$ cat config.mk
export PLATFORM = sky130hd
export DESIGN_NAME = vga_timing_scaled_gen
export DESIGN_NICKNAME = d
export VERILOG_FILES = /design/src/rtl/vga_timing_scaled_gen_pkg.sv /design/src/rtl/vga_ce_delay.sv /design/src/rtl/vga_timing_scaled_gen.sv
export SDC_FILE = /design/constraint.sdc
export NUM_CORES = 1
export LEC_CHECK = 0
export ABC_AREA = 1
export CAP_MARGIN = 10
export CORE_ASPECT_RATIO = 0.7
export CORE_MARGIN = 1
export CORE_UTILIZATION = 30
export CTS_BUF_LIST = sky130_fd_sc_hd__clkbuf_8
export DETAILED_ROUTE_END_ITERATION = 10
export MAX_ROUTING_LAYER = met4
export PLACE_DENSITY = 0.51
export SKIP_LAST_GASP = 1
export SLEW_MARGIN = 20
export SYNTH_ARGS = -nofsm -noshare
export SYNTH_HDL_FRONTEND = slang
export SYNTH_SLANG_ARGS = --single-unit
$ cat constraint.sdc
create_clock -name i_clk -period 1.2 [get_ports i_clk]
set_input_delay 0.24 -clock i_clk [delete_from_list [all_inputs] [get_ports i_clk]]
set_output_delay 0.24 -clock i_clk [all_outputs]
set_load 0.01 [all_outputs]
$ cat src/rtl/vga_timing_scaled_gen_pkg.sv
// Mode constants, shared types and width helper for the scaled VGA timing generator.
package vga_timing_scaled_gen_pkg;

    // 800x600@60, 40 MHz pixel clock, positive syncs
    localparam int VGA800_H_ACTIVE = 800;
    localparam int VGA800_H_FP     = 40;
    localparam int VGA800_H_SYNC   = 128;
    localparam int VGA800_H_BP     = 88;
    localparam int VGA800_V_ACTIVE = 600;
    localparam int VGA800_V_FP     = 1;
    localparam int VGA800_V_SYNC   = 4;
    localparam int VGA800_V_BP     = 23;
    localparam bit VGA800_H_SYNC_POL = 1'b1;
    localparam bit VGA800_V_SYNC_POL = 1'b1;

    // 640x480@60, 25.175 MHz pixel clock, negative syncs
    localparam int VGA640_H_ACTIVE = 640;
    localparam int VGA640_H_FP     = 16;
    localparam int VGA640_H_SYNC   = 96;
    localparam int VGA640_H_BP     = 48;
    localparam int VGA640_V_ACTIVE = 480;
    localparam int VGA640_V_FP     = 10;
    localparam int VGA640_V_SYNC   = 2;
    localparam int VGA640_V_BP     = 33;
    localparam bit VGA640_H_SYNC_POL = 1'b0;
    localparam bit VGA640_V_SYNC_POL = 1'b0;

    typedef struct packed {
        logic active;
        logic hsync;
        logic vsync;
    } line_flags_t;

    // Bits needed to index 0..value-1, never less than one.
    function automatic int vga_clog2(input int value);
        int w;
        w = 1;
        for (int i = 1; i < 31; i++) begin
            if ((1 << i) < value) begin
                w = i + 1;
            end
        end
        return w;
    endfunction

endpackage

$ cat src/rtl/vga_ce_delay.sv
// Clock-enable qualified shift register; DEPTH=0 degenerates to a wire.
// Entries reset to zero, which callers use as the idle/inactive encoding.
module vga_ce_delay #(
    parameter int WIDTH = 1,
    parameter int DEPTH = 1
) (
    input  logic             clk,
    input  logic             reset,
    input  logic             ce,
    input  logic [WIDTH-1:0] d,
    output logic [WIDTH-1:0] q
);

    if (DEPTH == 0) begin : g_pass
        logic unused_ok;
        assign unused_ok = ^{clk, reset, ce};
        assign q = d;
    end else begin : g_shift
        logic [WIDTH-1:0] stages [DEPTH];

        always_ff @(posedge clk) begin
            if (reset) begin
                for (int i = 0; i < DEPTH; i++) begin
                    stages[i] <= '0;
                end
            end else if (ce) begin
                stages[0] <= d;
                for (int i = 1; i < DEPTH; i++) begin
                    stages[i] <= stages[i-1];
                end
            end
        end

        assign q = stages[DEPTH-1];
    end

endmodule

$ cat src/rtl/vga_timing_scaled_gen.sv
// Programmable VGA timing with power-of-two downscaled framebuffer addressing.
// Addresses are combinational from the counters; syncs and colour reach the pins RD_LATENCY+1 ticks later.
module vga_timing_scaled_gen
    import vga_timing_scaled_gen_pkg::*;
#(
    parameter int H_ACTIVE   = VGA800_H_ACTIVE,
    parameter int H_FP       = VGA800_H_FP,
    parameter int H_SYNC     = VGA800_H_SYNC,
    parameter int H_BP       = VGA800_H_BP,
    parameter int V_ACTIVE   = VGA800_V_ACTIVE,
    parameter int V_FP       = VGA800_V_FP,
    parameter int V_SYNC     = VGA800_V_SYNC,
    parameter int V_BP       = VGA800_V_BP,
    parameter bit H_SYNC_POL = VGA800_H_SYNC_POL,
    parameter bit V_SYNC_POL = VGA800_V_SYNC_POL,
    parameter int SCALE_LOG2 = 2,
    parameter int COLOR_BITS = 2,
    parameter int RD_LATENCY = 2,
    parameter int XW         = vga_clog2(H_ACTIVE >> SCALE_LOG2),
    parameter int YW         = vga_clog2(V_ACTIVE >> SCALE_LOG2)
) (
    input  logic                    i_clk,
    input  logic                    i_reset,
    input  logic                    i_pix_ce,
    input  logic [3*COLOR_BITS-1:0] i_rgb,
    output logic [XW-1:0]           o_x,
    output logic [YW-1:0]           o_y,
    output logic                    o_addr_valid,
    output logic                    o_frame_start,
    output logic                    o_line_start,
    output logic [COLOR_BITS-1:0]   o_red,
    output logic [COLOR_BITS-1:0]   o_green,
    output logic [COLOR_BITS-1:0]   o_blue,
    output logic                    o_hsync,
    output logic                    o_vsync
);

    localparam int H_TOTAL = H_ACTIVE + H_FP + H_SYNC + H_BP;
    localparam int V_TOTAL = V_ACTIVE + V_FP + V_SYNC + V_BP;
    localparam int HCW     = vga_clog2(H_TOTAL);
    localparam int VCW     = vga_clog2(V_TOTAL);

    localparam logic [HCW-1:0] H_LAST     = HCW'(H_TOTAL - 1);
    localparam logic [HCW-1:0] H_ACT_END  = HCW'(H_ACTIVE);
    localparam logic [HCW-1:0] H_SYNC_BEG = HCW'(H_ACTIVE + H_FP);
    localparam logic [HCW-1:0] H_SYNC_END = HCW'(H_ACTIVE + H_FP + H_SYNC);
    localparam logic [VCW-1:0] V_LAST     = VCW'(V_TOTAL - 1);
    localparam logic [VCW-1:0] V_ACT_END  = VCW'(V_ACTIVE);
    localparam logic [VCW-1:0] V_SYNC_BEG = VCW'(V_ACTIVE + V_FP);
    localparam logic [VCW-1:0] V_SYNC_END = VCW'(V_ACTIVE + V_FP + V_SYNC);

    if (SCALE_LOG2 < 0 || SCALE_LOG2 > 4) begin : g_bad_scale_range
        $error("SCALE_LOG2 must be in 0..4");
    end
    if ((H_ACTIVE % (1 << SCALE_LOG2)) != 0 || (V_ACTIVE % (1 << SCALE_LOG2)) != 0) begin : g_bad_scale
        $error("H_ACTIVE and V_ACTIVE must be multiples of 2**SCALE_LOG2");
    end
    if (H_FP == 0 || H_SYNC == 0 || H_BP == 0 || V_FP == 0 || V_SYNC == 0 || V_BP == 0) begin : g_bad_porch
        $error("porch and sync widths must be non-zero");
    end
    if (RD_LATENCY < 0 || RD_LATENCY > 8) begin : g_bad_latency
        $error("RD_LATENCY must be in 0..8");
    end

    logic [HCW-1:0] h_cnt;
    logic [VCW-1:0] v_cnt;
    line_flags_t    addr_flags;
    line_flags_t    dly_flags;

    always_ff @(posedge i_clk) begin
        if (i_reset) begin
            h_cnt <= '0;
            v_cnt <= '0;
        end else if (i_pix_ce) begin
            if (h_cnt == H_LAST) begin
                h_cnt <= '0;
                v_cnt <= (v_cnt == V_LAST) ? '0 : v_cnt + 1'b1;
            end else begin
                h_cnt <= h_cnt + 1'b1;
            end
        end
    end

    always_comb begin
        addr_flags.active = (h_cnt < H_ACT_END) && (v_cnt < V_ACT_END);
        addr_flags.hsync  = (h_cnt >= H_SYNC_BEG) && (h_cnt < H_SYNC_END);
        addr_flags.vsync  = (v_cnt >= V_SYNC_BEG) && (v_cnt < V_SYNC_END);
    end

    assign o_addr_valid = addr_flags.active;
    assign o_x          = addr_flags.active ? XW'(h_cnt >> SCALE_LOG2) : '0;
    assign o_y          = addr_flags.active ? YW'(v_cnt >> SCALE_LOG2) : '0;

    // Gated by reset so the pulses cannot linger while the counters are held at zero.
    assign o_line_start  = i_pix_ce && !i_reset && (h_cnt == '0);
    assign o_frame_start = o_line_start && (v_cnt == '0);

    vga_ce_delay #(
        .WIDTH ($bits(line_flags_t)),
        .DEPTH (RD_LATENCY)
    ) u_flag_delay (
        .clk   (i_clk),
        .reset (i_reset),
        .ce    (i_pix_ce),
        .d     (addr_flags),
        .q     (dly_flags)
    );

    always_ff @(posedge i_clk) begin
        if (i_reset) begin
            o_red   <= '0;
            o_green <= '0;
            o_blue  <= '0;
            o_hsync <= ~H_SYNC_POL;
            o_vsync <= ~V_SYNC_POL;
        end else if (i_pix_ce) begin
            o_red   <= dly_flags.active ? i_rgb[3*COLOR_BITS-1 -: COLOR_BITS] : '0;
            o_green <= dly_flags.active ? i_rgb[2*COLOR_BITS-1 -: COLOR_BITS] : '0;
            o_blue  <= dly_flags.active ? i_rgb[COLOR_BITS-1 -: COLOR_BITS] : '0;
            o_hsync <= dly_flags.hsync ? H_SYNC_POL : ~H_SYNC_POL;
            o_vsync <= dly_flags.vsync ? V_SYNC_POL : ~V_SYNC_POL;
        end
    end

endmodule

==> results.sh, run 1 <==
export IMPL_worstRegToRegCells=7
export IMPL_reg2reg_from="h_cnt[8]"
export IMPL_rows=24
export IMPL_first_pass_iters=6
export IMPL_finalPower_mw=2.63
export IMPL_synth_area_leaders="dfxtp_1 30%, nand2_1 14%, edfxtp_1 9.2%, nand3_1 7.9%, nor2_1 7.5%"
export IMPL_seq_power_share_pct=46.5
export IMPL_status="complete, but fails checks"
export IMPL_cts_tree="built"
export IMPL_power_density_nw_per_um2=708
export IMPL_critical_path_startpoint="h_cnt[10]"
export IMPL_grt_total_usage_pct=18.9
export IMPL_vias=2270
export IMPL_cp_arrival_ns=1.57
export IMPL_p_clk_share_pct=43.3
export IMPL_drtIter0Drc=80
export IMPL_seq_area_frac_synth_pct=38.9
export IMPL_setup_viol=40
export IMPL_initial_core_util_pct=31.2
export IMPL_avgSynthCellArea_sq_um=6.87
export IMPL_worstPathCellList="buf_6 -> a211oi_4 -> nand3_4 -> buf_12 -> nor2_2 -> buf_2"
export IMPL_syn_to_final_growth_pct=90.0
export IMPL_violations="negative setup slack"
export IMPL_comb_power_share_pct=10.2
export IMPL_cap_viol_max_count=0
export IMPL_setup_ws_ns=-0.613
export IMPL_antenna_found_initial=0
export IMPL_nets=417
export IMPL_synth_edf_count=6
export IMPL_h_tree_depth=2
export IMPL_ys_top_cells_by_count="73 x nand2_1, 39 x nor2_1, 31 x nand3_1"
export IMPL_synth_flop_cell="dfxtp_1"
export IMPL_yosysMostFrequentCell="nand2_1"
export IMPL_die_w_microns=98.5
export IMPL_cts_root_buf="clkbuf_8"
export IMPL_grt_pass1_wl_microns=9680
export IMPL_start_kind="flop"
export IMPL_async_flop_share_pct=0
export IMPL_netlist_area_sq_um=1960
export IMPL_hpwlAfterDp_microns=4420
export IMPL_antenna_cells=0
export IMPL_synth_warnings=0
export IMPL_fin_hold_ws_ns=0.467
export IMPL_ys_types=30
export IMPL_core_area_sq_um=6280
export IMPL_grt_pass1_vias=2014
export IMPL_via_per_inst=4.71
export IMPL_fmax_mhz=552
export IMPL_netlist_instances=285
export IMPL_max_stage_delay_ns=0.34
export IMPL_drt_wl_total_microns=6520
export IMPL_power_switching_share_pct=23.6
export IMPL_crit_end="o_x[7]"
export IMPL_synth_top_area_share_pct=29.7
export IMPL_worstMarginPinSlew_ns=0.269
export IMPL_hold_class="reg -> reg"
export IMPL_wl_per_cell_microns=13.5
export IMPL_drive_gt1_share_pct=54.7
export IMPL_io_buffer_count=35
export IMPL_die_area_sq_um=6850
export IMPL_cts_made_buffers=5
export IMPL_yosys_area_top_type="dfxtp_1"
export IMPL_p_leak_nw=1.66
export IMPL_final_max_slew_violation_count=0
export IMPL_hold_viol=0
export IMPL_clk_pin_slew_ns=0.08
export IMPL_r2r_slack_ns=-0.27
export IMPL_grt_max_degree=15
export IMPL_clock_sinks=35
export IMPL_postRouteAntennaNets=0
export IMPL_p_int_mw=2.01
export IMPL_period_share_pct=151
export IMPL_grt_overflow=0
export IMPL_maxSlewHeadroom_pct=81.9
export IMPL_insertion_delay_ns=0.29
export IMPL_fin_worst_skew_ns=0.00634
export IMPL_rsz0062_at_grt="true"
export IMPL_worst_path_max_fanout=5
export IMPL_ios=36
export IMPL_syn_nets=299
export IMPL_ir_drop_mv=0.413
export IMPL_final_core_util_pct=59.2
export IMPL_regToRegEndpoint="u_flag_delay.g_shift.stages[0][2]"
export IMPL_drc_errors=0
export IMPL_worstSetupPathType="reg -> out"
export IMPL_dieHeight_microns=69.6
export IMPL_p_sw_mw=0.621
export IMPL_ys_ff_latch=35
export IMPL_worst_path_max_delay_cell="dfxtp_2"
export IMPL_cts_path_max_buffers=2
export IMPL_cp_end_kind="output pin"
export IMPL_place_gp_congestion=0.845
export IMPL_required_ns=0.96
export IMPL_period_needed_ns=1.81
-- cell type report --
type / count / area (sq um)
Fill cell: 568 / 2560
Multi-Input combinational cell: 205 / 1440
Timing Repair Buffer: 117 / 1100
Sequential cell: 35 / 786
Inverter: 39 / 176
Tap cell: 78 / 97.6
Clock buffer: 6 / 82.6
Clock inverter: 2 / 35.0
-- flip-flops by register name (all words and copies together) (netlist names) --
| signal | flops |
|---|---|
| o_green | 2 |
| v_cnt | 10 |
| o_vsync | 1 |
| h_cnt | 11 |
| o_red | 2 |
| o_hsync | 1 |
| o_blue | 2 |
| u_flag_delay.g_shift.stages | 6 |
-- repair_timing --
| item | CTS | global route |
|---|---|---|
| gates resized for setup | 128 | 116 |
| endpoints found under the setup margin | 63 | 42 |
| pin swaps | 15 | 39 |
| hold buffers | 0 | 0 |
| cloned | 0 | 2 |
| buffers inserted | 6 | 7 |
-- routing by layer --
layer / track usage (%) / routed length (microns) / vias to the layer above
li1: - / - / 1150
met1: 26.7 / 3090 / 1071
met2: 26.9 / 3120 / 45
met3: 3.73 / 257 / 4
met4: 6.14 / 52 / 0
met5: - / 0 / -
-- per-stage QoR --
| step | setup slack [ns] | area, sq um | setup TNS [ns] | instances |
|---|---|---|---|---|
| 3_5_place_dp | -0.849 | 3000 | -26.65 | 463 |
| 3_3_place_gp | -0.841 | 3000 | -26.42 | 463 |
| 2_1_floorplan | -0.149 | 2030 | -1.65 | 285 |
| 5_1_grt | -0.677 | 3720 | -17.68 | 482 |
| 4_1_cts | -0.662 | 3310 | -14.47 | 476 |
| 6_report | -0.613 | 3720 | -14.67 | 482 |
-- how the worst min path moves through the flow --
stage | startpoint | endpoint | slack (ns) | depth (start not counted)
finish | o_hsync | o_hsync | 0.47 | 2
global route | v_cnt[8] | v_cnt[8] | 0.49 | 2
CTS | o_hsync | o_hsync | 0.47 | 2
detailed placement | o_hsync | o_hsync | 0.46 | 2
global placement | o_hsync | o_hsync | 0.45 | 2
floorplan | i_rgb[0] | o_blue[0] | 0.40 | 2
-- cell usage in the layout (no fill, tap or decap), drive strengths merged, types with 2 or more instances in the layout --
master         count
a21oi              6
buf               98
clkbuf             9
clkdlybuf4s50      6
clkinv             4
dfxtp             29
dlygate4sd2       10
edfxtp             6
ha                 5
inv               36
nand2             75
nand3             33
nand4              4
nor2              53
nor3               4
nor4               2
o21ai             15
xor2               4
-- worst max-delay path: cells and delay by family, from the launching register on --
kind,cells,cell delay [ns]
buffers and inverters,3,0.45
DFF,1,0.34
and+or+nand+nor,2,0.26
AOI/OAI and AO/OA,1,0.24
-- logic make-up (layout without fill, tap and decap cells) --
group | count (synthesis) | after routing | synth area share [%]
simple gates | 173 | 173 | 40.1
buf+inv | 45 | 164 | 9.72
flops | 35 | 35 | 38.9
compound gates | 23 | 23 | 6.33
fa+ha+maj | 5 | 5 | 3.20
xor+xnor | 4 | 4 | 1.79
-- power groups by stage --
stage	Combinational (mW)	Sequential [mW]	Clock [mW]
2_1_floorplan	0.0893	1.26	0
3_5_place_dp	0.218	1.26	0
3_3_place_gp	0.217	1.26	0
6_report	0.269	1.22	1.14
4_1_cts	0.241	1.23	1.15
5_1_grt	0.292	1.23	1.21
Note: power is estimated with default switching activity, not from simulation.
==> inputs of run 2 (changes only) <==
- CORE_UTILIZATION: 30 -> 49
- PLACE_DENSITY: 0.51 -> 0.76
- SYNTH_HIERARCHICAL: unset -> 1
==> run 2 against run 1 <==
Compared with the run above:
- the run still ends with negative setup slack left
- sequential power hardly changed
- worst hold slack worse by 0.022 ns
- first-iteration DRC count grew to 4.9 times the previous value
- combinational power up 4%
- sequential cell count stayed put
- design area decreased by 1.2%
- sequential share of layout area up 0.055 points
- utilization rose by 33 points
- critical endpoint is now o_y[5]
==> results.sh, run 2 <==
export IMPL_regMostFlops="h_cnt"
export IMPL_regToRegEndpoint="u_flag_delay/g_shift.stages[0][2]"
export IMPL_cp_arrival_ns=1.77
export IMPL_rsz0062_at_grt="true"
export IMPL_min_from="i_reset"
export IMPL_worst_path_max_fanout=6
export IMPL_final_max_slew_violation_count=0
export IMPL_multiInputGateArea_sq_um=1440
export IMPL_synth_warnings=6
export IMPL_setup_tns_ns=-19.77
export IMPL_largest_reg_flops=11
export IMPL_worstRegToRegCells=11
export IMPL_h_tree_depth=2
export IMPL_first_pass_iters=6
export IMPL_cts_hold_buffers=0
export IMPL_drtIter0Drc=390
export IMPL_hold_class="in -> reg"
export IMPL_hpwlAfterDp_microns=4160
export IMPL_fmax_mhz=498
export IMPL_worstMarginPinSlew_ns=0.343
export IMPL_cts_root_buf="clkbuf_8"
export IMPL_wl_per_cell_microns=22.1
export IMPL_place_gp_congestion=0.919
export IMPL_min_to="h_cnt[2]"
export IMPL_cts_path_max_buffers=2
export IMPL_async_flop_share_pct=0
export IMPL_synth_edf_count=6
export IMPL_power_density_nw_per_um2=662
export IMPL_core_area_sq_um=3970
export IMPL_seq_area_frac_synth_pct=37.1
export IMPL_cp_end_kind="output pin"
export IMPL_initial_core_util_pct=51.6
export IMPL_ys_ff_latch=35
export IMPL_final_cell_mix="74 x buf_4, 56 x nand2_1, 32 x inv_1, 28 x buf_6, 24 x nor2_1"
export IMPL_ir_drop_mv=0.720
export IMPL_syn_nets=310
export IMPL_worstSetupPathType="reg -> out"
export IMPL_seq_area_sq_um=778
export IMPL_syn_to_final_growth_pct=79.2
export IMPL_dieHeight_microns=56.1
export IMPL_grt_pass1_vias=2632
export IMPL_cap_viol_max_count=0
export IMPL_vias=3009
export IMPL_drc_errors=0
export IMPL_fin_worst_skew_ns=0.0112
export IMPL_status="complete, but fails checks"
export IMPL_netlist_area_sq_um=2050
export IMPL_start_kind="flop"
export IMPL_rows=19
export IMPL_postRouteAntennaNets=0
export IMPL_ys_top_cells_by_count="72 x nand2_1, 39 x inv_1, 37 x nor2_1"
export IMPL_synth_flop_cell="dfxtp_1"
export IMPL_antenna_found_initial=0
export IMPL_p_leak_nw=1.74
export IMPL_grt_pass1_wl_microns=12500
export IMPL_layout_commonest_cell="buf_4"
export IMPL_grt_max_degree=12
export IMPL_io_buffer_count=35
export IMPL_clock_sinks=35
export IMPL_yosysMostFrequentCell="nand2_1"
export IMPL_synth_top_area_share_pct=28.3
export IMPL_fillers=148
export IMPL_grt_total_usage_pct=38.6
export IMPL_yosys_area_top_type="dfxtp_1"
export IMPL_top_regs="h_cnt x11, v_cnt x10, u_flag_delay/g_shift.stages x6"
export IMPL_period_share_pct=167
export IMPL_die_w_microns=79.3
export IMPL_r2r_slack_ns=-0.50
export IMPL_reg2reg_from="h_cnt[7]"
export IMPL_drive_gt1_share_pct=54.3
export IMPL_cts_made_buffers=5
export IMPL_required_ns=0.96
export IMPL_hold_depth=4
export IMPL_grt_overflow=0
export IMPL_antenna_cells=0
export IMPL_pre_cts_slack_ns=-0.852
export IMPL_drt_wl_total_microns=10600
export IMPL_setup_viol=42
export IMPL_period_needed_ns=2.01
export IMPL_final_core_util_pct=92.5
export IMPL_synth_area_leaders="dfxtp_1 28%, nand2_1 13%, edfxtp_1 8.8%, inv_1 7.1%, nor2_1 6.8%"
export IMPL_ios=36
export IMPL_avgSynthCellArea_sq_um=6.92
export IMPL_via_per_inst=6.26
export IMPL_violations="negative setup slack"
export IMPL_insertion_delay_ns=0.31
export IMPL_setup_ws_ns=-0.807
export IMPL_netlist_instances=296
export IMPL_die_area_sq_um=4450
export IMPL_maxSlewHeadroom_pct=77.1
export IMPL_clk_pin_slew_ns=0.08
export IMPL_ys_types=31
export IMPL_nets=442
export IMPL_cts_tree="built"
export IMPL_hold_viol=0
==> run 2: worst max-delay path by stage <==
stage                   from                                 to
global placement    i_pix_ce                      o_frame_start
floorplan           v_cnt[8]  u_flag_delay/g_shift.stages[0][2]
finish              h_cnt[7]                             o_y[5]
global route        h_cnt[6]                             o_x[3]
CTS                 h_cnt[6]                             o_y[3]
detailed placement  i_pix_ce                      o_frame_start
==> run 2: power by group <==
part | total (mW) | internal [mW] | switching [mW]
Combinational | 0.281 | 0.129 | 0.152
Sequential | 1.24 | 1.22 | 0.0174
Clock | 0.915 | 0.398 | 0.516
==> run 2: repair_timing <==
| action | 4_1_cts | 5_1_grt |
|---|---|---|
| resized for setup | 152 | 56 |
| pin swaps | 27 | 25 |
| setup endpoints to repair | 58 | 51 |
| setup buffers | 22 | 15 |
| gates cloned | 2 | 0 |
==> run 2: cells by family (layout without fill, tap and decap cells) <==
group | Yosys count | in the layout | synth area share, %
adder cells (fa/ha/maj) | 5 | 5 | 3.05
buffers and inverters | 54 | 185 | 11.1
XOR/XNOR | 3 | 3 | 1.28
AND/OR/NAND/NOR | 178 | 180 | 41.8
flip-flops | 35 | 35 | 37.1
AO/OA/AOI/OAI | 21 | 21 | 5.62
==> run 2: worst max-delay path, cell delays in order, from the launching register on <==
cell and delay (ns):
dfxtp_2 0.35, inv_4 0.07, nand3_4 0.08, nand2_2 0.08, nand2_2 0.09, a21oi_4 0.21
nand2_4 0.12, buf_4 0.15, nor2_2 0.12, buf_2 0.17
==> run 2: layout make-up <==
cell class | instances | area share (%)
clock buffer | 5 | 1.87
clock inverter | 3 | 0.443
inverter | 46 | 5.08
multi-input combinational | 209 | 39.2
sequential | 35 | 21.2
tap | 52 | 1.77
timing repair buffer | 131 | 30.4
==> run 2: metal layers <==
layer  share of wire (%)  track usage [%]
met2                  43             61.5
met5                   0                -
met1                  36             45.7
met4                 8.3             21.0
met3                  13             8.03
==> run 2: metrics by stage <==
| stage | area, sq um | hold slack, ns | cells | total power [mW] |
|---|---|---|---|---|
| after floorplan | 2100 | 0.400 | 296 | 1.37 |
| after global placement | 2950 | 0.451 | 440 | 1.47 |
| after detailed placement | 2950 | 0.455 | 440 | 1.47 |
| after CTS | 3370 | 0.460 | 469 | 2.33 |
| after global routing | 3670 | 0.451 | 481 | 2.46 |
| final | 3670 | 0.445 | 481 | 2.43 |
